--- src/rtl/convolve_nx_pkg.sv ---
// Shared types and arithmetic helpers for the convolve_nx engine.
// Optional feature macro: CONVOLVE_NX_SIGNED_EN (two's-complement datapath).
package convolve_nx_pkg;

  typedef enum logic [2:0] {
    S_IDLE,
    S_LOAD_KERNEL,
    S_LOAD_WINDOWS,
    S_CALC,
    S_DONE
  } state_e;

  // Smallest accumulator that cannot wrap: full product width plus carry growth over K2 taps.
  function automatic int unsigned acc_width_min(input int unsigned dw, input int unsigned k2);
    return 2 * dw + $clog2(k2);
  endfunction

  function automatic logic [63:0] sat_unsigned(input logic [63:0] v, input int unsigned dw);
    logic [63:0] max_v;
    max_v = (64'd1 << dw) - 64'd1;
    return (v > max_v) ? max_v : v;
  endfunction

  function automatic logic [63:0] sat_signed(input logic signed [63:0] v, input int unsigned dw);
    logic signed [63:0] max_v;
    logic signed [63:0] min_v;
    max_v = (64'sd1 <<< (dw - 1)) - 64'sd1;
    min_v = -(64'sd1 <<< (dw - 1));
    if (v > max_v) return max_v;
    if (v < min_v) return min_v;
    return v;
  endfunction

endpackage

--- src/rtl/convolve_nx_mac_lane.sv ---
// One window lane: tap register file, multiply-accumulate, shift and saturate.
// Optional feature macro: CONVOLVE_NX_SIGNED_EN (signed product, arithmetic shift, signed clamp).
module mac_lane
  import convolve_nx_pkg::*;
#(
  parameter int unsigned DATA_WIDTH = 8,
  parameter int unsigned K2         = 9,
  parameter int unsigned IDX_W      = 4,
  parameter int unsigned ACC_WIDTH  = 20,
  parameter int unsigned SHIFT      = 0
) (
  input  logic                  i_clk,
  input  logic                  i_rst_n,
  input  logic                  i_win_we,
  input  logic [IDX_W-1:0]      i_win_idx,
  input  logic [DATA_WIDTH-1:0] i_win_data,
  input  logic                  i_clear,
  input  logic                  i_mac_en,
  input  logic [IDX_W-1:0]      i_tap,
  input  logic [DATA_WIDTH-1:0] i_kern,
  input  logic                  i_done,
  output logic [DATA_WIDTH-1:0] o_result
);

  logic [DATA_WIDTH-1:0] r_win [K2];
  logic [ACC_WIDTH-1:0]  r_acc;
  logic [DATA_WIDTH-1:0] r_result;

  logic [DATA_WIDTH-1:0] w_win_tap;
  logic [ACC_WIDTH-1:0]  w_prod_ext;
  logic [DATA_WIDTH-1:0] w_sat;

  assign w_win_tap = r_win[i_tap];

`ifdef CONVOLVE_NX_SIGNED_EN
  logic signed [2*DATA_WIDTH-1:0] w_prod;
  logic signed [ACC_WIDTH-1:0]    w_shifted;

  assign w_prod     = (2*DATA_WIDTH)'($signed(w_win_tap)) * (2*DATA_WIDTH)'($signed(i_kern));
  assign w_prod_ext = ACC_WIDTH'(w_prod);
  assign w_shifted  = $signed(r_acc) >>> SHIFT;
  assign w_sat      = DATA_WIDTH'(sat_signed(64'(w_shifted), DATA_WIDTH));
`else
  logic [2*DATA_WIDTH-1:0] w_prod;
  logic [ACC_WIDTH-1:0]    w_shifted;

  assign w_prod     = (2*DATA_WIDTH)'(w_win_tap) * (2*DATA_WIDTH)'(i_kern);
  assign w_prod_ext = ACC_WIDTH'(w_prod);
  assign w_shifted  = r_acc >> SHIFT;
  assign w_sat      = DATA_WIDTH'(sat_unsigned(64'(w_shifted), DATA_WIDTH));
`endif

  always_ff @(posedge i_clk) begin
    if (i_win_we) r_win[i_win_idx] <= i_win_data;
  end

  always_ff @(posedge i_clk) begin
    if (!i_rst_n) begin
      r_acc    <= '0;
      r_result <= '0;
    end else begin
      if (i_clear)       r_acc <= '0;
      else if (i_mac_en) r_acc <= r_acc + w_prod_ext;
      if (i_done)        r_result <= w_sat;
    end
  end

  assign o_result = r_result;

endmodule

--- src/rtl/convolve_nx.sv ---
// Multi-lane 2-D convolution engine: kernel store, sequencing FSM and NUM_WINDOWS mac_lane instances.
// Optional feature macro: CONVOLVE_NX_SIGNED_EN (two's-complement data, kernel and accumulator).
module convolve_nx
  import convolve_nx_pkg::*;
#(
  parameter int unsigned KERNEL_SIZE     = 3,
  parameter int unsigned DATA_WIDTH      = 8,
  parameter int unsigned NUM_WINDOWS     = 2,
  parameter int unsigned SRAM_ADDR_WIDTH = 4,
  parameter int unsigned KADDR_WIDTH     = 6,
  parameter int unsigned ACC_WIDTH       = 20,
  parameter int unsigned SHIFT           = 0
) (
  input  logic                              i_clk,
  input  logic                              i_rst_n,
  input  logic                              i_start,
  input  logic                              i_reuse_kernel,
  output logic                              o_busy,
  output logic [KADDR_WIDTH-1:0]            o_kernel_addr,
  input  logic [DATA_WIDTH-1:0]             i_kernel_data,
  output logic [SRAM_ADDR_WIDTH-1:0]        o_window_addr,
  input  logic [NUM_WINDOWS*DATA_WIDTH-1:0] i_window_data,
  output logic [NUM_WINDOWS*DATA_WIDTH-1:0] o_result,
  output logic                              o_valid
);

  localparam int unsigned K2    = KERNEL_SIZE * KERNEL_SIZE;
  localparam int unsigned CNT_W = $clog2(K2 + 1);
  localparam logic [CNT_W-1:0] LAST_LOAD = CNT_W'(K2);
  localparam logic [CNT_W-1:0] LAST_TAP  = CNT_W'(K2 - 1);

  if (ACC_WIDTH < acc_width_min(DATA_WIDTH, K2)) begin : g_acc_width_check
    $error("convolve_nx: ACC_WIDTH too narrow for DATA_WIDTH and KERNEL_SIZE");
  end

  state_e                r_state;
  state_e                w_state_nxt;
  logic [CNT_W-1:0]      r_cnt;
  logic [CNT_W-1:0]      w_cnt_nxt;
  logic                  r_kernel_valid;
  logic                  r_valid;
  logic [DATA_WIDTH-1:0] r_kernel [K2];

  logic [CNT_W-1:0]      w_cap_idx;
  logic [CNT_W-1:0]      w_tap;
  logic                  w_win_we;
  logic                  w_clear;
  logic                  w_mac_en;
  logic                  w_done;

  always_comb begin
    w_state_nxt = r_state;
    w_cnt_nxt   = r_cnt + CNT_W'(1);
    case (r_state)
      S_IDLE: begin
        w_cnt_nxt = '0;
        if (i_start)
          w_state_nxt = (i_reuse_kernel && r_kernel_valid) ? S_LOAD_WINDOWS : S_LOAD_KERNEL;
      end
      S_LOAD_KERNEL: begin
        if (r_cnt == LAST_LOAD) begin
          w_state_nxt = S_LOAD_WINDOWS;
          w_cnt_nxt   = '0;
        end
      end
      S_LOAD_WINDOWS: begin
        if (r_cnt == LAST_LOAD) begin
          w_state_nxt = S_CALC;
          w_cnt_nxt   = '0;
        end
      end
      S_CALC: begin
        if (r_cnt == LAST_TAP) begin
          w_state_nxt = S_DONE;
          w_cnt_nxt   = '0;
        end
      end
      S_DONE: begin
        w_state_nxt = S_IDLE;
        w_cnt_nxt   = '0;
      end
      default: begin
        w_state_nxt = S_IDLE;
        w_cnt_nxt   = '0;
      end
    endcase
  end

  always_ff @(posedge i_clk) begin
    if (!i_rst_n) begin
      r_state        <= S_IDLE;
      r_cnt          <= '0;
      r_kernel_valid <= 1'b0;
      r_valid        <= 1'b0;
    end else begin
      r_state <= w_state_nxt;
      r_cnt   <= w_cnt_nxt;
      r_valid <= (r_state == S_DONE);
      if (r_state == S_LOAD_KERNEL && r_cnt == LAST_LOAD) r_kernel_valid <= 1'b1;
    end
  end

  // SRAM data lags its address by one cycle, so count value c captures tap c-1.
  assign w_cap_idx = r_cnt - CNT_W'(1);
  assign w_tap     = (r_cnt < LAST_LOAD) ? r_cnt : '0;

  always_ff @(posedge i_clk) begin
    if (r_state == S_LOAD_KERNEL && r_cnt != '0) r_kernel[w_cap_idx] <= i_kernel_data;
  end

  assign w_win_we = (r_state == S_LOAD_WINDOWS) && (r_cnt != '0);
  assign w_clear  = (r_state == S_LOAD_WINDOWS) && (r_cnt == LAST_LOAD);
  assign w_mac_en = (r_state == S_CALC);
  assign w_done   = (r_state == S_DONE);

  assign o_busy        = (r_state != S_IDLE);
  assign o_valid       = r_valid;
  assign o_kernel_addr = (r_state == S_LOAD_KERNEL && r_cnt < LAST_LOAD) ? KADDR_WIDTH'(r_cnt) : '0;
  assign o_window_addr = (r_state == S_LOAD_WINDOWS && r_cnt < LAST_LOAD) ? SRAM_ADDR_WIDTH'(r_cnt) : '0;

  for (genvar n = 0; n < NUM_WINDOWS; n++) begin : g_lane
    mac_lane #(
      .DATA_WIDTH (DATA_WIDTH),
      .K2         (K2),
      .IDX_W      (CNT_W),
      .ACC_WIDTH  (ACC_WIDTH),
      .SHIFT      (SHIFT)
    ) u_lane (
      .i_clk      (i_clk),
      .i_rst_n    (i_rst_n),
      .i_win_we   (w_win_we),
      .i_win_idx  (w_cap_idx),
      .i_win_data (i_window_data[n*DATA_WIDTH +: DATA_WIDTH]),
      .i_clear    (w_clear),
      .i_mac_en   (w_mac_en),
      .i_tap      (w_tap),
      .i_kern     (r_kernel[w_tap]),
      .i_done     (w_done),
      .o_result   (o_result[n*DATA_WIDTH +: DATA_WIDTH])
    );
  end

endmodule
--- config.mk ---
export PLATFORM = sky130hd
export DESIGN_NAME = convolve_nx
export DESIGN_NICKNAME = d
export VERILOG_FILES = /design/src/rtl/convolve_nx_pkg.sv /design/src/rtl/convolve_nx_mac_lane.sv /design/src/rtl/convolve_nx.sv
export SDC_FILE = /design/constraint.sdc
export NUM_CORES = 1
export LEC_CHECK = 0
export CAP_MARGIN = 20
export CORE_MARGIN = 4
export CORE_UTILIZATION = 57
export CTS_CLUSTER_DIAMETER = 60
export DETAILED_ROUTE_END_ITERATION = 12
export GPL_TIMING_DRIVEN = 1
export PLACE_DENSITY = 0.78
export SYNTH_ARGS = -nofsm -noshare
export SYNTH_HDL_FRONTEND = slang
export SYNTH_SLANG_ARGS = --single-unit
export TNS_END_PERCENT = 50
--- constraint.sdc ---
create_clock -name i_clk -period 8.9 [get_ports i_clk]
set_input_delay 1.78 -clock i_clk [delete_from_list [all_inputs] [get_ports i_clk]]
set_output_delay 1.78 -clock i_clk [all_outputs]
set_load 0.05 [all_outputs]
[After elaboration in Yosys (flattened, before gate mapping)]
Memory sizes are Yosys's and may differ from the RTL's.
Cells that the tools add are included.
Cells by class
  $add $sub $neg: 4
  multiply operators: 2
  divide/modulo/power cells: 0
  order comparisons: 3
  equality and inequality tests: 10
  shift operators: 0
  mux-type cells: 18
  bitwise gates (word level): 1
  reduce and logical (&&, ||, !) cells: 13
Operators by type and width (number)
  $add A20 B16 Y20: 2
  $gt A20 B8 Y1 const B: 2
  $mul A8 B8 Y16: 2
  $mux W4: 5
  $mux W8: 2
  $mux W3: 4
  $pmux W3 S4: 1
  $eq A4 B4 Y1 const B: 2
  $pmux W4 S2: 1
  $logic_and A1 B1 Y1: 7
  $eq A3 B2 Y1 const B: 2
  $ne A2 B2 Y1 const B: 3
  $add A4 B1 Y4 const B: 1
  $lt A4 B4 Y1 const B: 1
  $mux W1: 4
  $reduce_and A4 Y1: 1
  $reduce_bool A4 Y1: 1
  $reduce_or A2 Y1: 2
  $sub A4 B1 Y4 const B: 1
  $eq A3 B1 Y1 const B: 1
  $eq A3 B3 Y1 const B: 1
  $logic_not A3 Y1: 1
  $reduce_bool A3 Y1: 1
  $mux W2: 1
  2 further kinds: 2
Storage, ports and cells
  bits in registers: 65
  latch bits: 0
  bits in writable memories: 216
  bits in read-only memories: 0
  input bits: 28
  output and inout bits: 28
  logic and storage cells: 62
  memories: 3
Memory list
  g_lane[0].u_lane.r_win: words 9, bits a word 8, read ports 1, clocked after Yosys merged registers in 0, wr ports 1, RTL line convolve_nx_mac_lane.sv:25  | logic [DATA_WIDTH-1:0] r_win [K2];
  g_lane[1].u_lane.r_win: words 9, bits a word 8, read ports 1, clocked after Yosys merged registers in 0, wr ports 1, RTL line convolve_nx_mac_lane.sv:25
  r_kernel: words 9, bits a word 8, read ports 1, clocked after Yosys merged registers in 0, wr ports 1, RTL line convolve_nx.sv:42  | logic [DATA_WIDTH-1:0] r_kernel [K2];

[Logic depth before layout (Yosys ltp)]
Gate-level depths: netlist of the first run.
An unclocked memory read counts as a cell.
  word-level depth: 5
  mapped depth: 28

[By module]
A second synthesis of the first run with hierarchy kept.
Unflattened totals
  cell total of the unflattened synthesis: 1369
  area, all modules: 16723.5 um^2
Modules (own cells, without submodules)
  mac_lane at g_lane[1].u_lane: instances 1, cells each 575, area each 6692.7 um^2, seq. area each 2722.6 um^2
  mac_lane at g_lane[0].u_lane: instances 1, cells each 560, area each 6608.8 um^2, seq. area each 2722.6 um^2
  convolve_nx: instances 1, cells each 234, area each 3422.0 um^2, seq. area each 2342.2 um^2

[Worst setup path before layout of the first run]
Ideal clock, no wire load.
  path kind: flip-flop to flip-flop
  start point: reg r_cnt[0]
  end point: reg g_lane[0].u_lane.r_acc[15]
  arrival time: 6.125 ns
  data required time: 8.814 ns
  path slack: 2.689 ns
  cell stages (with the launch flop): 25
  buffers on the path: 3
  cells stage by stage: dfxtp_1 > buf_4 > inv_1 > ha_1 > buf_4 > nand2b_4 > nand2_4 > buf_6 > a222oi_1 > a211oi_1 > a211oi_2 > nor2_1 > fa_1 > fa_1 > fa_1 > inv_1 > fa_1 > inv_1 > ha_1 > or3_1 > and4_1 > a2111oi_0 > nor3_1 > xnor2_1 > a211oi_1
On the way
  longest elaborated chain between the ends: 5
  elaborated cells between the ends (all ways): 9
Ends and longest elaborated chain
  start: declaration: RTL line convolve_nx.sv:38  | logic [CNT_W-1:0] r_cnt;
  start signal: assignment: RTL line convolve_nx.sv:97  | r_cnt <= w_cnt_nxt;
  $lt A4 B4 Y1: RTL line convolve_nx.sv:105  | assign w_tap = (r_cnt < LAST_LOAD) ? r_cnt : '0;
  $mux W4: RTL line convolve_nx.sv:105
  $mem_v2 Z9 W8 (on tied branches)
  $mul A8 B8 Y16: RTL line convolve_nx_mac_lane.sv:47  | assign w_prod = (2*DATA_WIDTH)'(w_win_tap) * (2*DATA_WIDTH)'(i_kern);
  $add A20 B16 Y20: RTL line convolve_nx_mac_lane.sv:63  | else if (i_mac_en) r_acc <= r_acc + w_prod_ext;
  end signal: assignment: RTL line convolve_nx_mac_lane.sv:63
  end: declaration: RTL line convolve_nx_mac_lane.sv:26  | logic [ACC_WIDTH-1:0] r_acc;
Several ways; a longest one is shown, not always the timed one.
A chain may end at the register's enable or synchronous reset.

[Worst setup path after layout of the first run]
Same ends and word-level chain as after synthesis.

==> results of run 1 <==
[critical path, stage by stage (launching register included)]
cell	delay [ns]
dfxtp_4	0.74
inv_1	0.25
ha_1	0.39
nand2b_4	0.22
nand3_1	0.36
o22ai_1	0.13
o311ai_0	0.50
o21ai_1	0.36
or2_2	0.40
fa_1	0.52
inv_1	0.06
fa_1	0.53
inv_1	0.06
fa_1	0.50
fa_1	0.55
inv_1	0.04
ha_1	0.36
a21o_1	0.23
a21o_1	0.22
a2111oi_0	0.42
nor3_1	0.12
xnor2_1	0.14
a211oi_1	0.23
[registers in the layout, summed over array words and instances (netlist names)]
name                    flops
r_kernel_valid              1
r_cnt                       4
r_state                     3
g_lane.u_lane.o_result     16
g_lane.u_lane.r_acc        40
g_lane.u_lane.r_win       144
r_kernel                   72
o_valid                     1
[cells in the final DEF, fill, tap and decap left out, types with 15 or more instances in the layout]
master / instances
a211oi_1: 28
a21o_1: 15
a21oi_1: 59
a222oi_1: 19
a22oi_1: 15
and2_1: 22
buf_4: 17
clkbuf_16: 34
clkdlybuf4s50_1: 53
dfxtp_1: 64
edfxtp_1: 216
fa_1: 100
ha_1: 87
inv_1: 189
mux2i_1: 39
nand2_1: 89
nand2b_1: 64
nand3_1: 16
nor2_1: 117
o21ai_0: 24
o221a_2: 16
o22ai_1: 24
[cells by family after synthesis]
family,Yosys count,synth area share [%]
muxes,53,3.27
AOI/OAI and AO/OA,293,13.1
other,1,0.0224
buffers and inverters,257,6.33
adders and majority gates,187,18.4
xor gates and xnor gates,26,1.36
DFF,281,46.5
and+or+nand+nor,376,11.0
[stage by stage]
stage / cells / total power (uW) / instance area [sq um]
final: 1919 / 7670 / 18600
after global routing: 1919 / 8390 / 18600
after CTS: 1919 / 7670 / 18600
after detailed placement: 1861 / 6290 / 17600
after global placement: 1861 / 6130 / 17600
after floorplan: 1475 / 5390 / 16800
[path summary, 6_finish.rpt]
path / slack (ns) / endpoint
hold / removal: 0.48 / g_lane[1].u_lane.r_acc[7]
setup reg to reg: 1.46 / g_lane[0].u_lane.r_acc[15]
setup / recovery: 1.46 / g_lane[0].u_lane.r_acc[15]
hold reg to reg: 0.48 / g_lane[1].u_lane.r_acc[7]
[cells in the mapped netlist, types with 7 or more instances]
cell type	count
nor2_1	118
a211oi_1	28
o21ai_0	24
nor3_1	12
xor2_1	14
or2_2	14
nand2_1	89
buf_2	24
dfxtp_1	65
a211oi_2	11
nand2b_1	64
o21a_1	7
and2_1	22
ha_1	87
nor2b_1	7
edfxtp_1	216
o221a_2	16
nor4_1	8
a21oi_1	59
mux2i_1	39
a211o_1	13
mux2_2	14
fa_1	100
inv_1	189
xnor2_1	12
a222oi_1	19
nand3_1	16
a22oi_1	15
o22ai_1	24
buf_4	9
a21o_1	15
clkbuf_1	28
[cell type report]
class | count | area [sq um]
clock buffer | 38 | 876
clock inverter | 20 | 191
fill | 2158 | 10200
inverter | 189 | 709
multi-input combinational | 937 | 7920
sequential | 281 | 7790
tap | 384 | 480
timing repair buffer | 70 | 658
[power by group through the flow]
stage	sequential, uW	combinational, uW	clock (uW)
2_1_floorplan	1470	3930	0
3_3_place_gp	1490	4630	0
3_5_place_dp	1490	4800	0
4_1_cts	1470	4860	1350
5_1_grt	1470	5510	1410
6_report	1470	4870	1330
[metal layers]
layer  vias up  global-route usage [%]  part of all wire (%)
met2       480                    40.0                    49
li1       5283                       -                     -
met5         -                       0                     0
met4         0                    9.08                   3.5
met1      5582                    30.3                    39
met3       105                    4.77                   8.3
==> impl_metrics.yaml, run 1 <==
status:
  status: "complete, no violations"
power:
  combPwrFrac_pct: 63.6
  clkPwrFrac_pct: 17.3
  ir_drop_v: 0.000468
  seq_power_share_pct: 19.1
  p_int_uw: 4240
  switchingPower_uw: 3430
  netSwitchingFraction_pct: 44.7
  p_leak_uw: 0.00742
  cellPowerDensity_nw_per_um2: 412
die:
  initial_core_util_pct: 58.1
  num_io_pins: 56
  core_sq_um: 28900
  die_y_um: 179
  die_width_um: 179
  placementRows: 62
  die_area_sq_um: 32200
critical_path:
  r2r_cells: 22
  crit_path_max_fanout: 45
  start_kind: "register"
  critPathKind: "register to register"
  r2r-start: "r_cnt[0]"
  required_ns: 9.34
  critPathLaunch: "r_cnt[0]"
  cp-end-kind: "register"
  arrival_ns: 7.88
clocking:
  worstSkewPairLatency_ns: 0.53
  cts_buffers: 34
  cts_sinks: 281
  cts-resized-gates: 0
  htreeDepth: 2
  cts_tree: "done"
  cts_root_buffer: "clkbuf_16"
  hold_buffers: 0
  clock_path_buffers: 3
  post_cts_buffers: 0
  path_clk_slew_ns: 0.06
final_layout:
  diodes: 0
  final_util_pct: 64.5
  num-nets-final: 1728
  final_layout_size_suffix_gt1_share_pct: 8.99
  area_growth_pct: 11.1
synth:
  ys_top_cells_by_area: "edfxtp_1 39%, fa_1 12%, dfxtp_1 7.8%"
  netlist.area_leader.share_pct: 38.7
  yosys_register_bits: 281
  yosys_warnings: 0
  synth_edf_count: 216
  postSynthAreaPerCell_sq_um: 11.4
  async_flop_share_pct: 0
  synth_area_sq_um: 16800
  synthFlopType: "edfxtp_1"
  netlist-cell-type-count: 72
  syn_inst: 1474
  synth.largest_area_cell: "edfxtp_1"
  synth_seq_area_share_pct: 46.5
placed_design:
  pre_cts_ws_ns: 1.53
  dp_hpwl_mm: 27.3
  portBuffers: 53
  place.gp.congestion: 0.897
drt:
  drt_wl_total_mm: 38.4
  first_iter_violations: 934
  wl_per_cell_um: 20.0
  viasPerCell: 5.97
  via_count: 11500
  first_pass_iters: 6
  drcViolationCount: 0
  antenna_left: 0
sta:
  finalCritPeriodShare_pct: 83.6
  clock.fmax_ghz: 0.134
  finalHoldViolations: 0
  hold_ws_ns: 0.479
  finalCriticalPeriod_ns: 7.44
  skew_ns: 0.0193
  finalSetupViolations: 0
  maxSlewViolCount: 0
  finalWorstSetupSlack_ns: 1.46
  tightest_slew_ns: 1.07
  rsz0062_at_grt: "no"
  timing.setup.tns_ns: 0
  relSlewSlack_pct: 28.9
global_routing:
  grt_usage_pct: 23.7
  grt_pass1_wl_mm: 62.1
  gr-total-overflow: 0
  antenna_found_initial: 0
  grt_max_degree: 58
  grt_pass1_vias: 11900
run:
  cap_viol_max_count: 0
hold_path:
  hold_depth: 2
  min_from: "g_lane[1].u_lane.r_acc[7]"
  hp-class: "register to register"
No activity file was read; power rests on OpenSTA's default activity.
==> inputs of run 2 (changes only) <==
--- a/config.mk
+++ b/config.mk
@@ -7,11 +7,11 @@
 export LEC_CHECK = 0
 export CAP_MARGIN = 20
 export CORE_MARGIN = 4
-export CORE_UTILIZATION = 57
+export CORE_UTILIZATION = 56
 export CTS_CLUSTER_DIAMETER = 60
 export DETAILED_ROUTE_END_ITERATION = 12
 export GPL_TIMING_DRIVEN = 1
-export PLACE_DENSITY = 0.78
+export PLACE_DENSITY = 0.8
 export SYNTH_ARGS = -nofsm -noshare
 export SYNTH_HDL_FRONTEND = slang
 export SYNTH_SLANG_ARGS = --single-unit
==> constraint.sdc (replaced) <==
create_clock -name i_clk -period 6.4 [get_ports i_clk]
set_input_delay 1.28 -clock i_clk [delete_from_list [all_inputs] [get_ports i_clk]]
set_output_delay 1.28 -clock i_clk [all_outputs]
set_load 0.05 [all_outputs]
==> run 2 against run 1 <==
Against the previous run:
- count of clock-buffer cells in the layout increased by 3
- highest routed layer unchanged
- sequential share of layout area decreased by 0.96 points
- design area increased by 2.3%
- non-clock buffer count increased by 39
- maximum frequency increased by 20%
- register-to-register slack got worse by 1.3 ns
- die area increased by 1.7%
- core utilization decreased by 0.055 points
- cell count increased by 2.4%
- clock power increased by 32%
==> impl_metrics.yaml, run 2 (synthesis results as in run 1) <==
sta:
  tightest_slew_ns: 1.04
  skew_ns: 0.0134
  finalSetupViolations: 0
  maxSlewViolCount: 0
  finalCriticalPeriod_ns: 6.20
  finalCritPeriodShare_pct: 96.8
  finalHoldViolations: 0
  finalWorstSetupSlack_ns: 0.203
  clock.fmax_ghz: 0.161
  relSlewSlack_pct: 30.4
final_layout:
  num-nets-final: 1767
  n_fill_cell: 2203
  stdcell_area_sq_um: 19100
  diodes: 0
  final_layout_size_suffix_gt1_share_pct: 12.6
  largest_registers: "g_lane.u_lane.r_win x144, r_kernel x72, g_lane.u_lane.r_acc x40"
  final_common_cell: "edfxtp_1"
  largest_register_ffs: 144
  final_cell_mix: "216 x edfxtp_1, 187 x inv_1, 116 x nor2_1"
  area_growth_pct: 13.8
  largest_register: "g_lane.u_lane.r_win"
critical_path:
  worst-path-buf-inv: 5
  arrival_ns: 6.57
  crit_top_cell: "fa_1"
  required_ns: 6.78
  critPathKind: "register to register"
  path_delay_family: "adder cells"
  max_stage_delay_ns: 0.55
  r2r-start: "r_cnt[0]"
  cp-end-kind: "register"
  start_kind: "register"
  critPathSlowestCell: "fa_1"
  crit_path_max_fanout: 8
  critPathLaunch: "r_cnt[0]"
  path_cells: "clkinvlp_4 -> ha_4 -> nand2b_4 -> nand3_1 -> buf_4 -> o22ai_1 -> o311ai_2 -> o21ai_2 -> buf_4 -> nor2_1 -> fa_1 -> fa_1 -> fa_1 -> inv_1 -> fa_1 -> inv_1 -> ha_1 -> or3_1 -> and4_1 -> a2111oi_0 -> a311oi_1 -> xnor2_1 -> o2bb2ai_1"
  rrSetupSlack_ns: 0.20
global_routing:
  grt_max_degree: 63
  grt_pass1_wl_mm: 62.0
  antenna_found_initial: 0
  grt_usage_pct: 23.4
  grt_pass1_vias: 11800
  gr-total-overflow: 0
clocking:
  cts_sinks: 281
  clock_path_buffers: 3
  hold_buffers: 0
  htreeDepth: 2
  cts_root_buffer: "clkbuf_16"
  cts_tree: "done"
  path_clk_slew_ns: 0.06
  cts_buffers: 34
  worstSkewPairLatency_ns: 0.52
die:
  placementRows: 63
  num_io_pins: 56
  initial_core_util_pct: 56.7
  die_y_um: 181
  core_sq_um: 29600
  die_width_um: 181
  die_area_sq_um: 32800
placed_design:
  pre_cts_ws_ns: -0.105
  place.gp.congestion: 0.886
  portBuffers: 53
  postPlaceCellArea_sq_um: 17900
  dp_hpwl_mm: 27.2
hold_path:
  min_from: "g_lane[1].u_lane.r_acc[4]"
  hp-class: "register to register"
drt:
  viasPerCell: 5.88
  drt_wl_total_mm: 38.3
  wl_per_cell_um: 19.5
  via_count: 11600
  drcViolationCount: 0
  antenna_left: 0
  first_pass_iters: 5
  first_iter_violations: 1077
run:
  cap_viol_max_count: 0
status:
  status: "complete, no violations"
power:
  p_leak_uw: 0.00763
  ir_drop_v: 0.000594
  cellPowerDensity_nw_per_um2: 570
-- run 2: through the flow --
step                      total power [uW]  cells  setup TNS, ns  hold WS, ns  util (%)
after floorplan                       7500   1475              0        0.445         -
after global placement                8720   1903              0        0.460      60.5
after detailed placement              8890   1903         -0.142        0.466      60.5
after CTS                            10800   1962              0        0.474      63.9
after global routing                 11900   1965       -0.00582        0.494      64.5
final                                10900   1965              0        0.469      64.5
-- run 2: worst register-to-register path, stage by stage, from the launching register on --
cell and delay (ns):
dfxtp_4 0.38, clkinvlp_4 0.16, ha_4 0.22, nand2b_4 0.20, nand3_1 0.12, buf_4 0.17, o22ai_1 0.10, o311ai_2 0.37
o21ai_2 0.14, buf_4 0.18, nor2_1 0.14, fa_1 0.47, fa_1 0.53, fa_1 0.55, inv_1 0.06, fa_1 0.52
inv_1 0.04, ha_1 0.24, or3_1 0.36, and4_1 0.26, a2111oi_0 0.48, a311oi_1 0.12, xnor2_1 0.18, o2bb2ai_1 0.07
-- run 2: path summary, 6_finish.rpt --
kind | endpoint | cells after the start
worst max-delay path | g_lane[0].u_lane.r_acc[17] | 23
worst min-delay path | g_lane[1].u_lane.r_acc[4] | 2
worst max register to register | g_lane[0].u_lane.r_acc[17] | 23
worst min register to register | g_lane[1].u_lane.r_acc[4] | 2
-- run 2: cell type report --
class	instances	area [sq um]	area share, %
timing repair buffer	109	1000	5.25
clock buffer	41	877	4.60
inverter	189	713	3.74
tap	390	488	2.56
sequential	281	7790	40.9
clock inverter	18	139	0.729
multi-input combinational	937	8050	42.2
-- run 2: per-layer routing --
metal  global-route usage, %  routed length [um]  vias to the layer above
li1                        -                   -                     5354
met1                    30.6               15400                     5593
met2                    39.2               18700                      489
met3                    4.13                2790                      122
met4                    8.95                1480                        0
met5                       0                   0                        -
-- run 2: what timing repair did --
item | 4_1_cts | 5_1_grt
buffers inserted | 0 | 3
pin swaps | 1 | 5
gates resized for setup | 6 | 32
endpoints found under the setup margin | 2 | 14
cloned | 0 | 0
-- run 2: power by group --
part | total (uW) | switching [uW] | internal (uW)
Clock | 1760 | 759 | 999
Sequential | 2010 | 28.4 | 1980
Combinational | 7090 | 4050 | 3040
Total | 10900 | 4840 | 6020
==> RTL edit 1 (settings of run 1) <==
Compare `r_cnt` against `LAST_LOAD` with >= in place of ==.
--- a/src/rtl/convolve_nx.sv
+++ b/src/rtl/convolve_nx.sv
@@ -58,7 +58,7 @@
           w_state_nxt = (i_reuse_kernel && r_kernel_valid) ? S_LOAD_WINDOWS : S_LOAD_KERNEL;
       end
       S_LOAD_KERNEL: begin
-        if (r_cnt == LAST_LOAD) begin
+        if (r_cnt >= LAST_LOAD) begin
           w_state_nxt = S_LOAD_WINDOWS;
           w_cnt_nxt   = '0;
         end
Behaviour: same outputs for any inputs over 10 cycles, from zero or initial values and one cycle with i_rst_n low; that may be too few to reach the edited logic, so the function may still have changed.
==> RTL edit 1 against run 1 <==
Sequential cell count unchanged; synthesized area shrank 0.81%; die area shrank 0.77%; routed wire length decreased by 2.3%; cell count about the same; design area decreased by 0.62%; non-clock buffer count decreased by 1; setup slack lost 14 ps; critical endpoint is now g_lane[1].u_lane.r_acc[16]$_SDFFE_PP0P_.
Power is not shown: default switching activity piles up to over one toggle a cycle in this logic, so the estimate is an artifact.
==> RTL edit 1: results (changes against run 1) <==
VIA_COUNT=11300  # -1.6%
TOP_REGS='g_lane.u_lane.r_win: 144 flops, r_kernel: 72 flops, g_lane.u_lane.r_acc: 40 flops'
GRT_FIRST_PASS_WIRELENGTH_MM=60.8  # -2.2%
TRITONCTS.NUM_BUFFERS=30  # -12%
R2R_START='r_cnt[0]$_SDFF_PN0_'
CLK_PIN_SLEW_WORST_PATHS_PS=70
ANTENNA_FOUND_INITIAL=0  # unchanged
DRIVE_ABOVE_1_SHARE=0.0951  # +0.00515
CRIT_ARRIVAL_PS=7880  # about the same
YOSYSSEQAREASHARE=0.468  # +0.00378
TIMING.CLOCK.SKEW_PS=53.4  # +34.1 ps
REG2REG_SETUP_SLACK_PS=1450
CLOCKBUFFERDEPTH=3  # unchanged
N_FILL_CELL=2170  # +0.56%
WORSTSKEWPAIRLATENCY_PS=590  # +60 ps
PLACE.DETAILED.HPWL_MM=26.6  # -2.3%
STATUS='complete, no violations'
SYNTH_ENABLE_FLOP_CELLS=216  # unchanged
CTS-RESIZED-GATES=0  # unchanged
DRT_PASS1_ITERATIONS=6  # unchanged
PLACEABLECOREAREA_UM2=28700  # -0.54%
SLOWEST_DELAY_PS=870  # +130 ps
MOST_FREQUENT_CELLS_AFTER_SYNTHESIS='216 x edfxtp_1, 194 x inv_1, 127 x nor2_1'
FINAL_MAX_SLEW_VIOL_COUNT=0  # unchanged
TYPE_OF_THE_MOST_CRITICAL_HOLD_PATH='flip-flop to flip-flop'
GLOBALROUTETOTALUTIL=0.241  # +0.00425
GRT_PASS1_VIAS=11600  # -2.5%
CTS_SETUP_BUFFERS=0  # unchanged
RR_WORST_DEPTH=22  # unchanged
POSTSYNTH.ASYNCRESETSHARE=0  # unchanged
YS.FLOP_TYPE='edfxtp_1'
FIRST_ITER_VIOLATIONS=978  # +4.7%
GP_CONGESTION=0.881  # -1.8%
HTREE_NUM_LEVELS=1  # -1
CPMAXSTAGEDELAYCELL='a211oi_2'
GRT_MAX_DEGREE=69  # +19%
TIMING.HOLD.WORST.START='g_lane[0].u_lane.r_acc[19]$_SDFFE_PP0P_'
FINALSETUPVIOLCOUNT=0  # unchanged
YOSYSWARNINGCOUNT=0  # unchanged
TIMING.MAX_SLEW.REL_SLACK=0.301  # +0.0120
YOSYSUNIQUECELLTYPES=73  # +1.4%
CLOCKROOTBUFFER='clkbuf_16'
CRITICALPATHCATEGORY='flip-flop to flip-flop'
ROUTEDWLPERCELL_UM=19.5  # -2.4%
INSERTEDDIODECOUNT=0  # unchanged
FIN_NETS=1728  # unchanged
WORST_HOLD_PATH.ENDPOINT='g_lane[0].u_lane.r_acc[19]$_SDFFE_PP0P_'
SYNTH_TOP_CELLS_BY_AREA='edfxtp_1 39%, fa_1 12%, dfxtp_1 7.8%'
R2R-END='g_lane[1].u_lane.r_acc[16]$_SDFFE_PP0P_'
CRIT_PATH_MAX_FANOUT=34  # -24%
WORST_HOLD_PATH.NUM_CELLS=2  # unchanged
PORTBUFFERS=53  # unchanged
RTL edit 1: cell count changes after synthesis, moves of 8 or more:
cell,run 1,this run
clkbuf_1,28,20
nor2_1,118,127
nand2_1,89,101
a21oi_1,59,69
a21o_1,15,5
nand2b_1,64,51
RTL edit 1: area by class of cell:
class | count | area, um2 | area share
clock buffer | 37 | 791 | 0.0427
timing repair buffer | 69 | 651 | 0.0351
clock inverter | 18 | 287 | 0.0155
multi-input combinational | 936 | 7780 | 0.420
tap | 384 | 480 | 0.0260
sequential | 281 | 7790 | 0.421
inverter | 195 | 732 | 0.0395
RTL edit 1: cells by family after synthesis:
group                      share of synthesized area
buffers and inverters                         0.0640
AOI/OAI and AO/OA                              0.125
xor gates and xnor gates                      0.0137
DFF                                            0.468
muxes                                         0.0312
and+or+nand+nor                                0.111
other                                       0.000226
adders and majority gates                      0.186
RTL edit 1: routing by layer:
layer / global-route usage / vias to the layer above / wire [um]
li1: - / 5239 / -
met1: 0.328 / 5533 / 15800
met2: 0.399 / 397 / 18000
met3: 0.0386 / 98 / 2450
met4: 0.0780 / 0 / 1250
met5: 0 / - / 0
RTL edit 1: per-stage QoR:
step / util / cells / cell area, um2 / hold WS [ps] / setup WS, ps
6_report: 0.645 / 1920 / 18500 / 477 / 1450
5_1_grt: 0.645 / 1920 / 18500 / 492 / 1030
4_1_cts: 0.645 / 1920 / 18500 / 479 / 1520
3_5_place_dp: 0.607 / 1865 / 17400 / 469 / 1550
3_3_place_gp: 0.607 / 1865 / 17400 / 459 / 1720
2_1_floorplan: - / 1476 / 16600 / 443 / 2810
RTL edit 1: worst max-delay path: cells and delay by family (launching register included):
family          cells  cell delay (ps)
flops               1              480
xor+xnor            1              140
fa+ha+maj           6             2560
compound gates      7             2700
buf+inv             4              350
simple gates        4             1030
==> RTL edit 2 (settings of run 1) <==
Made on the original files. `ACC_WIDTH` is set to 20 in 2 places; all go to 24.
--- a/src/rtl/convolve_nx_mac_lane.sv
+++ b/src/rtl/convolve_nx_mac_lane.sv
@@ -6,7 +6,7 @@
   parameter int unsigned DATA_WIDTH = 8,
   parameter int unsigned K2         = 9,
   parameter int unsigned IDX_W      = 4,
-  parameter int unsigned ACC_WIDTH  = 20,
+  parameter int unsigned ACC_WIDTH  = 24,
   parameter int unsigned SHIFT      = 0
 ) (
   input  logic                  i_clk,
--- a/src/rtl/convolve_nx.sv
+++ b/src/rtl/convolve_nx.sv
@@ -8,7 +8,7 @@
   parameter int unsigned NUM_WINDOWS     = 2,
   parameter int unsigned SRAM_ADDR_WIDTH = 4,
   parameter int unsigned KADDR_WIDTH     = 6,
-  parameter int unsigned ACC_WIDTH       = 20,
+  parameter int unsigned ACC_WIDTH       = 24,
   parameter int unsigned SHIFT           = 0
 ) (
   input  logic                              i_clk,
Formal check against the unedited RTL: no difference found for any inputs over 10 cycles, from zero or initial values and one cycle with i_rst_n low; that may be too few to reach the edited logic, so the function may still have changed.
==> RTL edit 2 against run 1 <==
Setup slack better by 130 ps; die area is 3.0% higher; sequential share of layout area is 0.25 points lower; core utilization is 0.39 points lower; routed wire length is 0.46% lower; sequential cell count is 8 higher; total power is 26% lower; synthesized area is 3.2% higher; design area is 2.6% higher; critical endpoint is now g_lane[1].u_lane.r_acc[23]$_SDFFE_PP0P_.
==> RTL edit 2: results (changes against run 1) <==
GP_CONGESTION=0.903  # +0.71%
YOSYSSEQAREASHARE=0.460  # -0.00510
PLACE.DETAILED.INSTANCES=1897  # +1.9%
POST_SYNTH_FA_HA_MAJ_AREA_FRACTION=0.179  # -0.00497
FIN_TOTAL_PWR_mW=5.70  # -26%
FIRST_ITER_VIOLATIONS=951  # +1.8%
ROUTEDWLPERCELL_UM=19.6  # -2.1%
CRIT_PATH_MAX_FANOUT=25  # -44%
INSERTEDDIODECOUNT=0  # unchanged
POWER.SWITCHING_FRACTION=0.398  # -0.0483
GRT_FIRST_PASS_WIRELENGTH_MM=62.2  # about the same
POWER.STATIC_LEAKAGE_nW=7.62  # +2.7%
TOP_REGS='g_lane.u_lane.r_win: 144 flops, r_kernel: 72 flops, g_lane.u_lane.r_acc: 48 flops'
MOST_FREQUENT_CELLS_AFTER_SYNTHESIS='216 x edfxtp_1, 200 x inv_1, 139 x nand2_1'
SYNTH.MUX.AREA_FRACTION=0.0646  # +0.0319
FIN_NETS=1755  # +1.6%
CRIT_ARRIVAL_PS=7740  # -140 ps
POWER_FRAC_SEQ=0.262  # +0.071
HTREE_NUM_LEVELS=1  # -1
WORSTSKEWPAIRLATENCY_PS=600  # +70 ps
TRITONCTS.NUM_BUFFERS=30  # -12%
CPMAXSTAGEDELAYCELL='and3_1'
VIAS_PER_CELL=5.93  # -0.54%
CTS-RESIZED-GATES=0  # unchanged
RR_WORST_DEPTH=21  # -4.5%
SYNTH_XOR_AREA_FRAC=0.00760  # -0.00599
STATUS='complete, no violations'
N_FILL_CELL=2264  # +4.9%
SLOWEST_DELAY_PS=810  # +70 ps
GRT_MAX_DEGREE=53  # -8.6%
DRIVE_ABOVE_1_SHARE=0.0928  # +0.00293
PLACE.DETAILED.HPWL_MM=26.8  # -1.8%
POWER.CLOCK.FRACTION=0.231  # +0.058
SYNTH_TOP_CELLS_BY_AREA='edfxtp_1 38%, fa_1 12%, dfxtp_1 8.5%'
FIN_CELLS=1952  # +1.7%
TIGHTEST_PIN_TRANSITION_PS=982  # -84.5 ps
REG2REG_SETUP_SLACK_PS=1590  # +130 ps
## RTL edit 2: cell types whose count changed after synthesis, sizes merged, moves of 16 or more
cell	before	now
nor2	118	101
and2	22	57
a22oi	16	0
mux4	0	32
a222oi	19	0
nand3	16	39
nand2	90	139
nand2b	66	9
## RTL edit 2: metal layers
layer	global-route usage	part of all wire
met1	0.309	0.40
met2	0.399	0.50
met3	0.0387	0.072
met4	0.0594	0.027
met5	0	0
## RTL edit 2: area by class of cell
cell class,count,area [um2],area share
timing repair buffer,65,621,0.0325
clock inverter,21,279,0.0146
clock buffer,34,766,0.0401
inverter,201,754,0.0395
tap,390,488,0.0255
sequential,289,7950,0.416
multi-input combinational,952,8260,0.432
## RTL edit 2: per-stage QoR
stage	area [um2]	setup slack, ps
after floorplan	17300	2520
after global placement	18100	1840
after detailed placement	18100	1640
after CTS	19100	1600
after global routing	19100	1060
final	19100	1590
## RTL edit 2: path summary, 6_finish.rpt
| kind | startpoint | endpoint |
|---|---|---|
| hold / removal | g_lane[0].u_lane.r_acc[0]$_SDFFE_PP0P_ | g_lane[0].u_lane.r_acc[0]$_SDFFE_PP0P_ |
| setup reg to reg | r_cnt[0]$_SDFF_PN0_ | g_lane[1].u_lane.r_acc[23]$_SDFFE_PP0P_ |
| hold reg to reg | g_lane[0].u_lane.r_acc[0]$_SDFFE_PP0P_ | g_lane[0].u_lane.r_acc[0]$_SDFFE_PP0P_ |
| setup / recovery | r_cnt[0]$_SDFF_PN0_ | g_lane[1].u_lane.r_acc[23]$_SDFFE_PP0P_ |
## RTL edit 2: cell families after synthesis
kind of cell / count (synthesis)
and+or+nand+nor: 441
DFF: 289
buffers and inverters: 264
AOI/OAI and AO/OA: 237
adders and majority gates: 188
muxes: 69
xor gates and xnor gates: 15
other: 1
